==> src/rtl/mips32_mem_reader_pkg.sv <==
// ============================================================================
// Module      : mips32_mem_reader_pkg
// Description : Shared types and constants for the MIPS32 memory readback engine.
// Revision    : 1.0 - initial release
// ============================================================================
`default_nettype none

package mips32_mem_reader_pkg;

    localparam int MEM_READER_FIFO_DEPTH = 2;

    typedef enum logic [2:0] {
        IDLE      = 3'd0,
        WAIT_HALT = 3'd1,
        READ      = 3'd2,
        DRAIN     = 3'd3,
        DONE      = 3'd4
    } mem_reader_state_t;

endpackage

`default_nettype wire

==> src/rtl/mips32_mem_reader_if.sv <==
// ============================================================================
// Module      : mips32_mem_reader_if
// Description : Memory read port and output stream of the readback engine.
// Revision    : 1.0 - initial release
// ============================================================================
`default_nettype none

interface mips32_mem_reader_if #(
    parameter int ADDR_W = 10,
    parameter int DATA_W = 32
) ();
    import mips32_mem_reader_pkg::*;

    logic              mem_rd_en;
    logic [ADDR_W-1:0] mem_rd_addr;
    logic [DATA_W-1:0] mem_rd_data;
    logic              out_valid;
    logic              out_ready;
    logic [DATA_W-1:0] out_data;
    logic [ADDR_W-1:0] out_addr;
    logic              out_last;

    modport master (
        output mem_rd_en, mem_rd_addr,
        input  mem_rd_data,
        output out_valid, out_data, out_addr, out_last,
        input  out_ready
    );

    modport slave (
        input  mem_rd_en, mem_rd_addr,
        output mem_rd_data,
        input  out_valid, out_data, out_addr, out_last,
        output out_ready
    );

endinterface

`default_nettype wire

==> src/rtl/mips32_mem_reader_fifo.sv <==
// ============================================================================
// Module      : mem_reader_fifo
// Description : Small synchronous FIFO holding {last, addr, data} stream words.
// Revision    : 1.0 - initial release
// ============================================================================
`default_nettype none

module mem_reader_fifo
    import mips32_mem_reader_pkg::*;
#(
    parameter int WIDTH = 43
) (
    input  wire logic                                           clk,
    input  wire logic                                           rst_n,
    input  wire logic                                           push,
    input  wire logic [WIDTH-1:0]                               push_data,
    input  wire logic                                           pop,
    output logic      [WIDTH-1:0]                               pop_data,
    output logic      [$clog2(MEM_READER_FIFO_DEPTH+1)-1:0]     count
);
    localparam int c_ptr_w = $clog2(MEM_READER_FIFO_DEPTH);
    localparam int c_cnt_w = $clog2(MEM_READER_FIFO_DEPTH+1);

    logic [WIDTH-1:0]   r_mem [MEM_READER_FIFO_DEPTH];
    logic [c_ptr_w-1:0] r_wr_ptr;
    logic [c_ptr_w-1:0] r_rd_ptr;
    logic [c_cnt_w-1:0] r_count;

    always_ff @(posedge clk or negedge rst_n) begin
        if (!rst_n) begin
            for (int i = 0; i < MEM_READER_FIFO_DEPTH; i++) begin
                r_mem[i] <= '0;
            end
            r_wr_ptr <= '0;
            r_rd_ptr <= '0;
            r_count  <= '0;
        end else begin
            if (push) begin
                r_mem[r_wr_ptr] <= push_data;
                r_wr_ptr        <= r_wr_ptr + c_ptr_w'(1);
            end
            if (pop) begin
                r_rd_ptr <= r_rd_ptr + c_ptr_w'(1);
            end
            case ({push, pop})
                2'b10:   r_count <= r_count + c_cnt_w'(1);
                2'b01:   r_count <= r_count - c_cnt_w'(1);
                default: r_count <= r_count;
            endcase
        end
    end

    assign pop_data = r_mem[r_rd_ptr];
    assign count    = r_count;

endmodule

`default_nettype wire

==> src/rtl/mips32_mem_reader.sv <==
// ============================================================================
// Module      : mips32_mem_reader
// Description : Streams a range of data-memory words out once the core halts.
//               Optional running checksum output under MEM_READER_CHECKSUM_EN.
// Revision    : 1.0 - initial release
// ============================================================================
`default_nettype none

module mips32_mem_reader
    import mips32_mem_reader_pkg::*;
#(
    parameter int ADDR_W = 10,
    parameter int DATA_W = 32
) (
    input  wire logic              clk1,
    input  wire logic              rst_n,
    input  wire logic              halted,
    input  wire logic              start,
    input  wire logic [ADDR_W-1:0] base_addr,
    input  wire logic [ADDR_W:0]   length,
    output logic                   busy,
    output logic                   done,
`ifdef MEM_READER_CHECKSUM_EN
    output logic [DATA_W-1:0]      checksum,
`endif
    mips32_mem_reader_if.master    bus
);
    localparam int              c_fifo_w = 1 + ADDR_W + DATA_W;
    localparam int              c_cnt_w  = $clog2(MEM_READER_FIFO_DEPTH+1);
    localparam logic [ADDR_W:0] c_one    = 1;

    mem_reader_state_t   r_state;
    mem_reader_state_t   w_next;
    logic [ADDR_W-1:0]   r_base;
    logic [ADDR_W:0]     r_len;
    logic [ADDR_W:0]     r_issued;
    logic [ADDR_W:0]     r_emit;
    logic                r_inflight;
    logic                w_accept;
    logic                w_issue;
    logic                w_pop;
    logic [2:0]          w_occ;
    logic [c_cnt_w-1:0]  w_fifo_count;
    logic [c_fifo_w-1:0] w_push_data;
    logic [c_fifo_w-1:0] w_head;

    assign w_accept = (r_state == IDLE) && start;
    assign w_pop    = bus.out_valid && bus.out_ready;
    assign w_occ    = 3'(w_fifo_count) + 3'(r_inflight) - 3'(w_pop);
    assign w_issue  = (r_state == READ) && (r_issued != r_len)
                      && (w_occ < 3'(MEM_READER_FIFO_DEPTH));

    always_comb begin
        w_next = r_state;
        case (r_state)
            IDLE:      if (start) w_next = WAIT_HALT;
            // An empty request passes through DRAIN so done keeps a fixed latency.
            WAIT_HALT: if (halted) w_next = (r_len == '0) ? DRAIN : READ;
            READ:      if (w_issue && (r_issued == r_len - c_one)) w_next = DRAIN;
            DRAIN:     if ((r_len == '0) || (w_pop && bus.out_last)) w_next = DONE;
            DONE:      w_next = IDLE;
            default:   w_next = IDLE;
        endcase
    end

    always_ff @(posedge clk1 or negedge rst_n) begin
        if (!rst_n) begin
            r_state    <= IDLE;
            r_base     <= '0;
            r_len      <= '0;
            r_issued   <= '0;
            r_emit     <= '0;
            r_inflight <= 1'b0;
        end else begin
            r_state    <= w_next;
            r_inflight <= w_issue;
            if (w_accept) begin
                r_base   <= base_addr;
                r_len    <= length;
                r_issued <= '0;
                r_emit   <= '0;
            end else begin
                if (w_issue)    r_issued <= r_issued + c_one;
                if (r_inflight) r_emit   <= r_emit + c_one;
            end
        end
    end

    // Responses return in issue order, so the emit index also gives the address.
    assign w_push_data = {(r_emit == r_len - c_one),
                          r_base + r_emit[ADDR_W-1:0],
                          bus.mem_rd_data};

    mem_reader_fifo #(
        .WIDTH     (c_fifo_w)
    ) u_fifo (
        .clk       (clk1),
        .rst_n     (rst_n),
        .push      (r_inflight),
        .push_data (w_push_data),
        .pop       (w_pop),
        .pop_data  (w_head),
        .count     (w_fifo_count)
    );

    assign bus.mem_rd_en   = w_issue;
    assign bus.mem_rd_addr = r_base + r_issued[ADDR_W-1:0];
    assign bus.out_valid   = (w_fifo_count != '0);
    assign bus.out_data    = w_head[DATA_W-1:0];
    assign bus.out_addr    = w_head[DATA_W +: ADDR_W];
    assign bus.out_last    = w_head[c_fifo_w-1];

    assign busy = (r_state == WAIT_HALT) || (r_state == READ) || (r_state == DRAIN);
    assign done = (r_state == DONE);

`ifdef MEM_READER_CHECKSUM_EN
    logic [DATA_W-1:0] r_checksum;

    always_ff @(posedge clk1 or negedge rst_n) begin
        if (!rst_n) begin
            r_checksum <= '0;
        end else if (w_accept) begin
            r_checksum <= '0;
        end else if (w_pop) begin
            r_checksum <= r_checksum + bus.out_data;
        end
    end

    assign checksum = r_checksum;
`endif

endmodule

`default_nettype wire

==> src/flat_wrapper.sv <==
// flat-port wrapper written by rule: the top's interface ports become plain ports
module mips32_mem_reader_flat import mips32_mem_reader_pkg::*;
#(
    parameter int ADDR_W = 10,
    parameter int DATA_W = 32
)
  (clk1, rst_n, halted, start, base_addr, length, busy, done, bus_mem_rd_en, bus_mem_rd_addr, bus_mem_rd_data, bus_out_valid, bus_out_data, bus_out_addr, bus_out_last, bus_out_ready);
  mips32_mem_reader_if #(.ADDR_W(ADDR_W), .DATA_W(DATA_W)) bus_i ();
  input  wire logic clk1;
  input  wire logic rst_n;
  input  wire logic halted;
  input  wire logic start;
  input  wire logic [ADDR_W-1:0] base_addr;
  input  wire logic [ADDR_W:0] length;
  output logic busy;
  output logic done;
  output wire logic [$bits(bus_i.mem_rd_en)-1:0] bus_mem_rd_en;
  output wire logic [$bits(bus_i.mem_rd_addr)-1:0] bus_mem_rd_addr;
  input wire logic [$bits(bus_i.mem_rd_data)-1:0] bus_mem_rd_data;
  output wire logic [$bits(bus_i.out_valid)-1:0] bus_out_valid;
  output wire logic [$bits(bus_i.out_data)-1:0] bus_out_data;
  output wire logic [$bits(bus_i.out_addr)-1:0] bus_out_addr;
  output wire logic [$bits(bus_i.out_last)-1:0] bus_out_last;
  input wire logic [$bits(bus_i.out_ready)-1:0] bus_out_ready;
  assign bus_mem_rd_en = bus_i.mem_rd_en;
  assign bus_mem_rd_addr = bus_i.mem_rd_addr;
  assign bus_i.mem_rd_data = bus_mem_rd_data;
  assign bus_out_valid = bus_i.out_valid;
  assign bus_out_data = bus_i.out_data;
  assign bus_out_addr = bus_i.out_addr;
  assign bus_out_last = bus_i.out_last;
  assign bus_i.out_ready = bus_out_ready;
  mips32_mem_reader #(.ADDR_W(ADDR_W), .DATA_W(DATA_W)) u_core (.clk1(clk1), .rst_n(rst_n), .halted(halted), .start(start), .base_addr(base_addr), .length(length), .busy(busy), .done(done), .bus(bus_i));
endmodule
==> config.mk <==
export PLATFORM = sky130hd
export DESIGN_NAME = mips32_mem_reader_flat
export DESIGN_NICKNAME = d
export VERILOG_FILES = /design/src/rtl/mips32_mem_reader_pkg.sv /design/src/rtl/mips32_mem_reader_if.sv /design/src/rtl/mips32_mem_reader_fifo.sv /design/src/rtl/mips32_mem_reader.sv /design/src/flat_wrapper.sv
export SDC_FILE = /design/constraint.sdc
export NUM_CORES = 1
export LEC_CHECK = 0
export BUFFER_PORTS_ARGS = -buffer_cell sky130_fd_sc_hd__buf_2
export CAP_MARGIN = 25
export CORE_MARGIN = 2
export CORE_UTILIZATION = 55
export CTS_CLUSTER_DIAMETER = 200
export DETAILED_ROUTE_END_ITERATION = 10
export PLACE_DENSITY_LB_ADDON = 0.2
export RECOVER_POWER = 50
export SLEW_MARGIN = 10
export SYNTH_ARGS = -nofsm -noshare
export SYNTH_HDL_FRONTEND = slang
export SYNTH_HIERARCHICAL = 1
export SYNTH_SLANG_ARGS = --single-unit
==> constraint.sdc <==
create_clock -name clk1 -period 3.35 [get_ports clk1]
set_input_delay 0.5025 -clock clk1 [delete_from_list [all_inputs] [get_ports clk1]]
set_output_delay 0.5025 -clock clk1 [all_outputs]
set_load 0.02 [all_outputs]
; Word-level counts from Yosys, hierarchy flattened
; Cells that the tools add are included.
[classes]
add_sub_neg = 11
order_cmp = 4
eq_ne = 13
muxes = 17
bitwise_logic = 2
n_reduce_logical = 17
[op_table]
columns = cell, n
row1 = 2-to-1 mux 43 bit, 4
row2 = bitwise mux 86 bit, 1
row3 = 2-to-1 mux 11 bit, 4
row4 = demux 43 bit (select 1 bit), 1
row5 = adder 11 x 1 -> 11 bit (second input constant), 2
row6 = == test 11 bit, 2
row7 = adder 10 bit, 2
row8 = 2-to-1 mux 3 bit, 4
row9 = case mux 3 bit (4 select lines), 1
row10 = logical NOT 11 bit, 1
row11 = inequality test 11 bit, 1
row12 = subtractor 11 x 1 -> 11 bit (second input constant), 1
row13 = nonzero test 2 bit, 4
row14 = logical AND 1 bit, 7
row15 = == test 3 x 2 -> 1 bit (second input constant), 2
row16 = >= comparator 2 bit (second input constant), 2
row17 = inequality test 2 x 1 -> 1 bit (second input constant), 2
row18 = inequality test 2 bit (second input constant), 2
row19 = NOT 1 -> 2 bit, 2
row20 = case mux 2 bit (2 select lines), 1
row21 = AND reduction 4 bit, 1
row22 = adder 2 x 1 -> 3 bit, 1
row23 = == test 3 x 1 -> 1 bit (second input constant), 1
row24 = == test 3 bit (second input constant), 1
row25 = other kinds (11), 14
[totals]
reg_bits = 137
in_bits = 58
elab_cells = 75

; Logic depth before layout (Yosys ltp)
[logic_depth]
word_depth = 8
depth_mapped = 11
depth_no_buf = 10

; Cells and area by module
; Netlist, hierarchy kept.
[modules_own_cells]
columns = mod, instances, cells_per_inst, area_per_inst_um2
row1 = mem_reader_fifo, 1, 242, 3913.8
row2 = mips32_mem_reader, 1, 393, 3697.3

; Worst setup path after synthesis
; OpenSTA, ideal clock, no wires.
[synth_timing]
kind = flip-flop to output port
from = register u_core.u_fifo.r_count[1] (netlist: u_core/u_fifo/count[1])
to = output port bus_mem_rd_en
t_arrival_ns = 2.742
setup_slack_ns = 0.106
path_stages_with_launch = 9
cell_sequence = dfrtp_1 -> or2_2 -> and2_1 -> ha_1 -> nand2b_1 -> fa_1 -> xor2_1 -> or4b_4 -> nor2_2
[synth_between]
elab_chain_cells = 5
[synth_lines]
columns = element, line
row1 = from (decl), mips32_mem_reader_fifo.sv:27  ; logic [c_cnt_w-1:0] r_count;
row2 = from (signal assigned), mips32_mem_reader_fifo.sv:46  ; 2'b10: r_count <= r_count + c_cnt_w'(1);
row3 = from (signal assigned), mips32_mem_reader_fifo.sv:47  ; 2'b01: r_count <= r_count - c_cnt_w'(1);
row4 = from (signal assigned), mips32_mem_reader_fifo.sv:48  ; default: r_count <= r_count;
row5 = nonzero test 2 bit, mips32_mem_reader.sv:108  ; assign bus.out_valid = (w_fifo_count != '0);
row6 = via bus_out_valid, flat_wrapper.sv:20  ; output wire logic [$bits(bus_i.out_valid)-1:0] bus_out_valid;
row7 = logical AND 1 bit, mips32_mem_reader.sv:48  ; assign w_pop = bus.out_valid && bus.out_ready;
row8 = via u_core.w_pop, mips32_mem_reader.sv:41  ; logic w_pop;
row9 = subtractor 3 x 1 -> 3 bit, mips32_mem_reader.sv:49  ; assign w_occ = 3'(w_fifo_count) + 3'(r_inflight) - 3'(w_pop);
row10 = < comparator 3 x 2 -> 1 bit, mips32_mem_reader.sv:51  ; && (w_occ < 3'(MEM_READER_FIFO_DEPTH));
row11 = logical AND 1 bit, mips32_mem_reader.sv:51
row12 = to (decl), flat_wrapper.sv:17  ; output wire logic [$bits(bus_i.mem_rd_en)-1:0] bus_mem_rd_en;
; The timed path passes the listed nets, and every way through them passes these cells.

; Final worst setup path
[layout_timing]
from = register u_core.u_fifo.r_count[1] (netlist: u_core/u_fifo/count[1])
to = output port bus_mem_rd_en
[layout_between]
elab_chain_cells = 5
[layout_lines]
columns = element, line
row1 = nonzero test 2 bit, mips32_mem_reader.sv:108
row2 = logical AND 1 bit, mips32_mem_reader.sv:48
row3 = via u_core.w_pop, mips32_mem_reader.sv:41
row4 = subtractor 3 x 1 -> 3 bit, mips32_mem_reader.sv:49
row5 = < comparator 3 x 2 -> 1 bit, mips32_mem_reader.sv:51
row6 = logical AND 1 bit, mips32_mem_reader.sv:51
; The timed path passes the listed nets, and every way through them passes these cells.

==> metrics.txt <==
critical path class=reg2out; fmax=a little over 0.3 GHz; layout cells sized above 1=approximately 43%; CP peak stage delay=0.54 ns; # rows=42; hold slack=approximately 0.3 ns; clk_lat worst skew=between 0.4 and 0.5 ns; vias per inst=between 5 and 6; CTS H-tree depth=4; post-synth net total=about 700; GRT Resource Usage Total=around 23%; routed vias=5281; max-slew violation count=between 40 and 50; router iterations before antenna repair=4; CP startpoint kind=flop; largest cells by area after synthesis=dfrtp_1, mux2_2, xnor2_1; Power Dens Cells=~1100 mW/mm^2; final instance area=~0.009 mm^2; Post-Route WL=16000 um; Initial Util=56.8%; Final HPWL DP=around 11000 um; data arrival time of the critical path=2.81 ns; P_leak=3.96 nW; worst-path cell chain=or2_4 > and2_4 > ha_4 > nand2b_4 > fa_2 > or4b_4 > nor2_4 > buf_6; Tmin final=3.31 ns; Ant. Diodes=0; clk buf depth=2; metal2 WL=between 8000 and 9000 um; Async SR Flop Fraction=100%; Routed Antenna Nets=0; CTS root buf=clkbuf_16; CTS tree=built; DRC errors left=0; failing checks=max-capacitance violations, max-slew violations; EDFF count, synth=0; vias in the first global route=about 5500; clk sinks=around 140; MaxCap Viol Count=1; Port Buffers=approximately 110; First DRT Iteration DRCs=254; Layout Cells excl Fill=about 950; GP Congestion=0.861; Die Span X=around 120 um; HP Class=in2reg; placed cell count=slightly above 900; register area share after synthesis=a little under half; top cell type's share of synthesized area=between 40% and 50%; net count reported at finish=842; RSZ-0062 raised after global routing=yes; Worst EP required=2.85 ns; Top Layer Used=met4; Top FF cell, synth=dfrtp_1; # fillers=a little over 1000; Gate Count Post-Synth=~640; Post-Route M1 WL=around 7000 um; setup violators final=0; Die H=around 120 um; Slew @ Worst Pin=~2.7 ns; I/O Pins=about 120; Cell variety after synth=63; post-synth top area cell=dfrtp_1; clk_skew=0.00772 ns; Avg Cell Area, Syn=12.0 um^2; critical path's slowest cell=fa_2; Pwr Total=roughly 9.5 mW; YS warnings=6; CTS Buf Count=17; crit path capture type=output port; Synth Register Bits=around 140; wire length per cell=16.9 um; GR Overflow Total=0; max_slew headroom=-78.5%; Peak VDD IR=approximately 500 uV; status=finished, violations left; Worst-path clk slew=approximately 0.060 ns; Synth Cell Area=~0.0076 mm^2; most common cell in the netlist=mux2_2; area grow syn2layout=17.7%; final worst path period share=a little over nine tenths; number of hold violations in the final report=0; Die ar.=~0.015 mm^2; largest net degree at the start of global routing=a little under 60; WL met3=around 550 um; core area=between 0.01 and 0.015 mm^2; initial antenna violation count=0; dpl cell area=roughly 0.0083 mm^2; first-pass GRT wire length=around 27000 um; CP max FO=2; synth cell count leaders=mux2_2, dfrtp_1, xnor2_1
-- per-stage QoR --
stage / worst slack [ns] / setup TNS (ns) / utilization (%)
global placement: 0.134 / 0 / 62.0
global route: -0.0445 / -0.0445 / 66.8
finish: 0.0368 / 0 / 66.8
CTS: -0.00160 / -0.00160 / 66.9
floorplan: 0.106 / 0 / -
detailed placement: 0.0530 / 0 / 62.2
-- repair_timing --
| action | 4_1_cts | 5_1_grt |
|---|---|---|
| setup endpoints to repair | 1 | 2 |
| hold buffers | 0 | 0 |
| gates resized for setup | 8 | 1 |
| pin swaps | 5 | 2 |
| setup buffers | 3 | 0 |
-- final cells by class --
cell class                 instances  area (um^2)  area share (%)
clock buffer                      20          447            4.99
clock inverter                    11          124            1.38
tap                              176          220            2.46
timing repair buffer             132          733            8.19
multi-input combinational        452         3940            44.0
inverter                          17         63.8           0.713
sequential                       137         3430            38.3
-- metal layers --
layer,vias up,global-route usage (%)
met1,2664,29.0
met3,24,3.98
met2,113,40.1
li1,2480,-
met4,0,8.55
met5,-,0
-- cell usage in the layout (no fill, tap or decap), types with 2 or more instances in the layout --
master	instances
nor3_1	10
clkinv_2	3
nor2b_1	6
a21boi_0	2
nor4_2	7
clkbuf_16	17
o21ai_1	2
nand3_1	6
nand2_1	33
bufinv_16	2
mux2_2	144
nand4_1	6
a21o_1	3
clkinv_4	2
clkbuf_1	3
nand2b_4	2
xnor2_1	51
ha_1	23
mux2_1	3
o21a_1	2
and3_1	8
xor2_1	22
buf_12	2
or4_1	5
nor4b_2	2
buf_2	112
fa_1	2
or3_1	3
nor2_4	2
buf_4	14
nor4_1	3
dfrtp_1	136
o21ai_0	15
clkinvlp_4	3
nor2_1	41
inv_1	17
and2_1	2
a21oi_1	11
nand2b_1	5
-- power by group --
group	switching, mW	internal (mW)	total, mW
sequential	0.752	2.41	3.16
combinational	2.30	2.25	4.55
clock	0.692	1.11	1.80
-- final timing paths --
kind	end	startpoint	cells past startpoint	slack (ns)
setup reg to reg	u_core/r_issued[8]$_DFFE_PN0P_	u_core/u_fifo/count[1]$_DFFE_PN0P_	10	0.32
max in group asynchronous	u_core/u_fifo/r_mem[21]$_DFFE_PN0P_	rst_n	2	0.64
min in group asynchronous	u_core/u_fifo/r_mem[30]$_DFFE_PN0P_	rst_n	1	0.94
hold reg to reg	u_core/u_fifo/r_mem[65]$_DFFE_PN0P_	u_core/u_fifo/r_mem[65]$_DFFE_PN0P_	1	0.48
hold / removal	u_core/r_len[1]$_DFFE_PN0P_	length[1]	3	0.30
setup / recovery	bus_mem_rd_en	u_core/u_fifo/count[1]$_DFFE_PN0P_	8	0.04
-- state kept, by name (all words and copies together) (netlist names) --
signal / cells
u_core/r_base: 10
u_core/r_emit: 11
u_core/r_inflight: 1
u_core/r_issued: 11
u_core/r_len: 11
u_core/r_state: 3
u_core/u_fifo/count: 2
u_core/u_fifo/r_mem: 86
u_core/u_fifo/r_rd_ptr: 1
u_core/u_fifo/r_wr_ptr: 1
-- cell families (layout without fill, tap and decap cells) --
kind of cell | after synthesis | count (layout) | synth area share, %
AO/OA/AOI/OAI | 50 | 50 | 4.29
XOR/XNOR | 73 | 73 | 8.40
adder cells (fa/ha/maj) | 27 | 27 | 4.73
buffers and inverters | 46 | 180 | 3.78
flip-flops | 137 | 137 | 45.0
multiplexers | 148 | 148 | 21.9
AND/OR/NAND/NOR | 154 | 154 | 11.9
-- worst max-delay path, delay by kind of cell (launching register included) --
family	cells	cell delay (ns)
flops	1	0.37
buf+inv	1	0.12
simple gates	5	1.17
fa+ha+maj	2	0.74
Power figures use the tool's default switching activity.
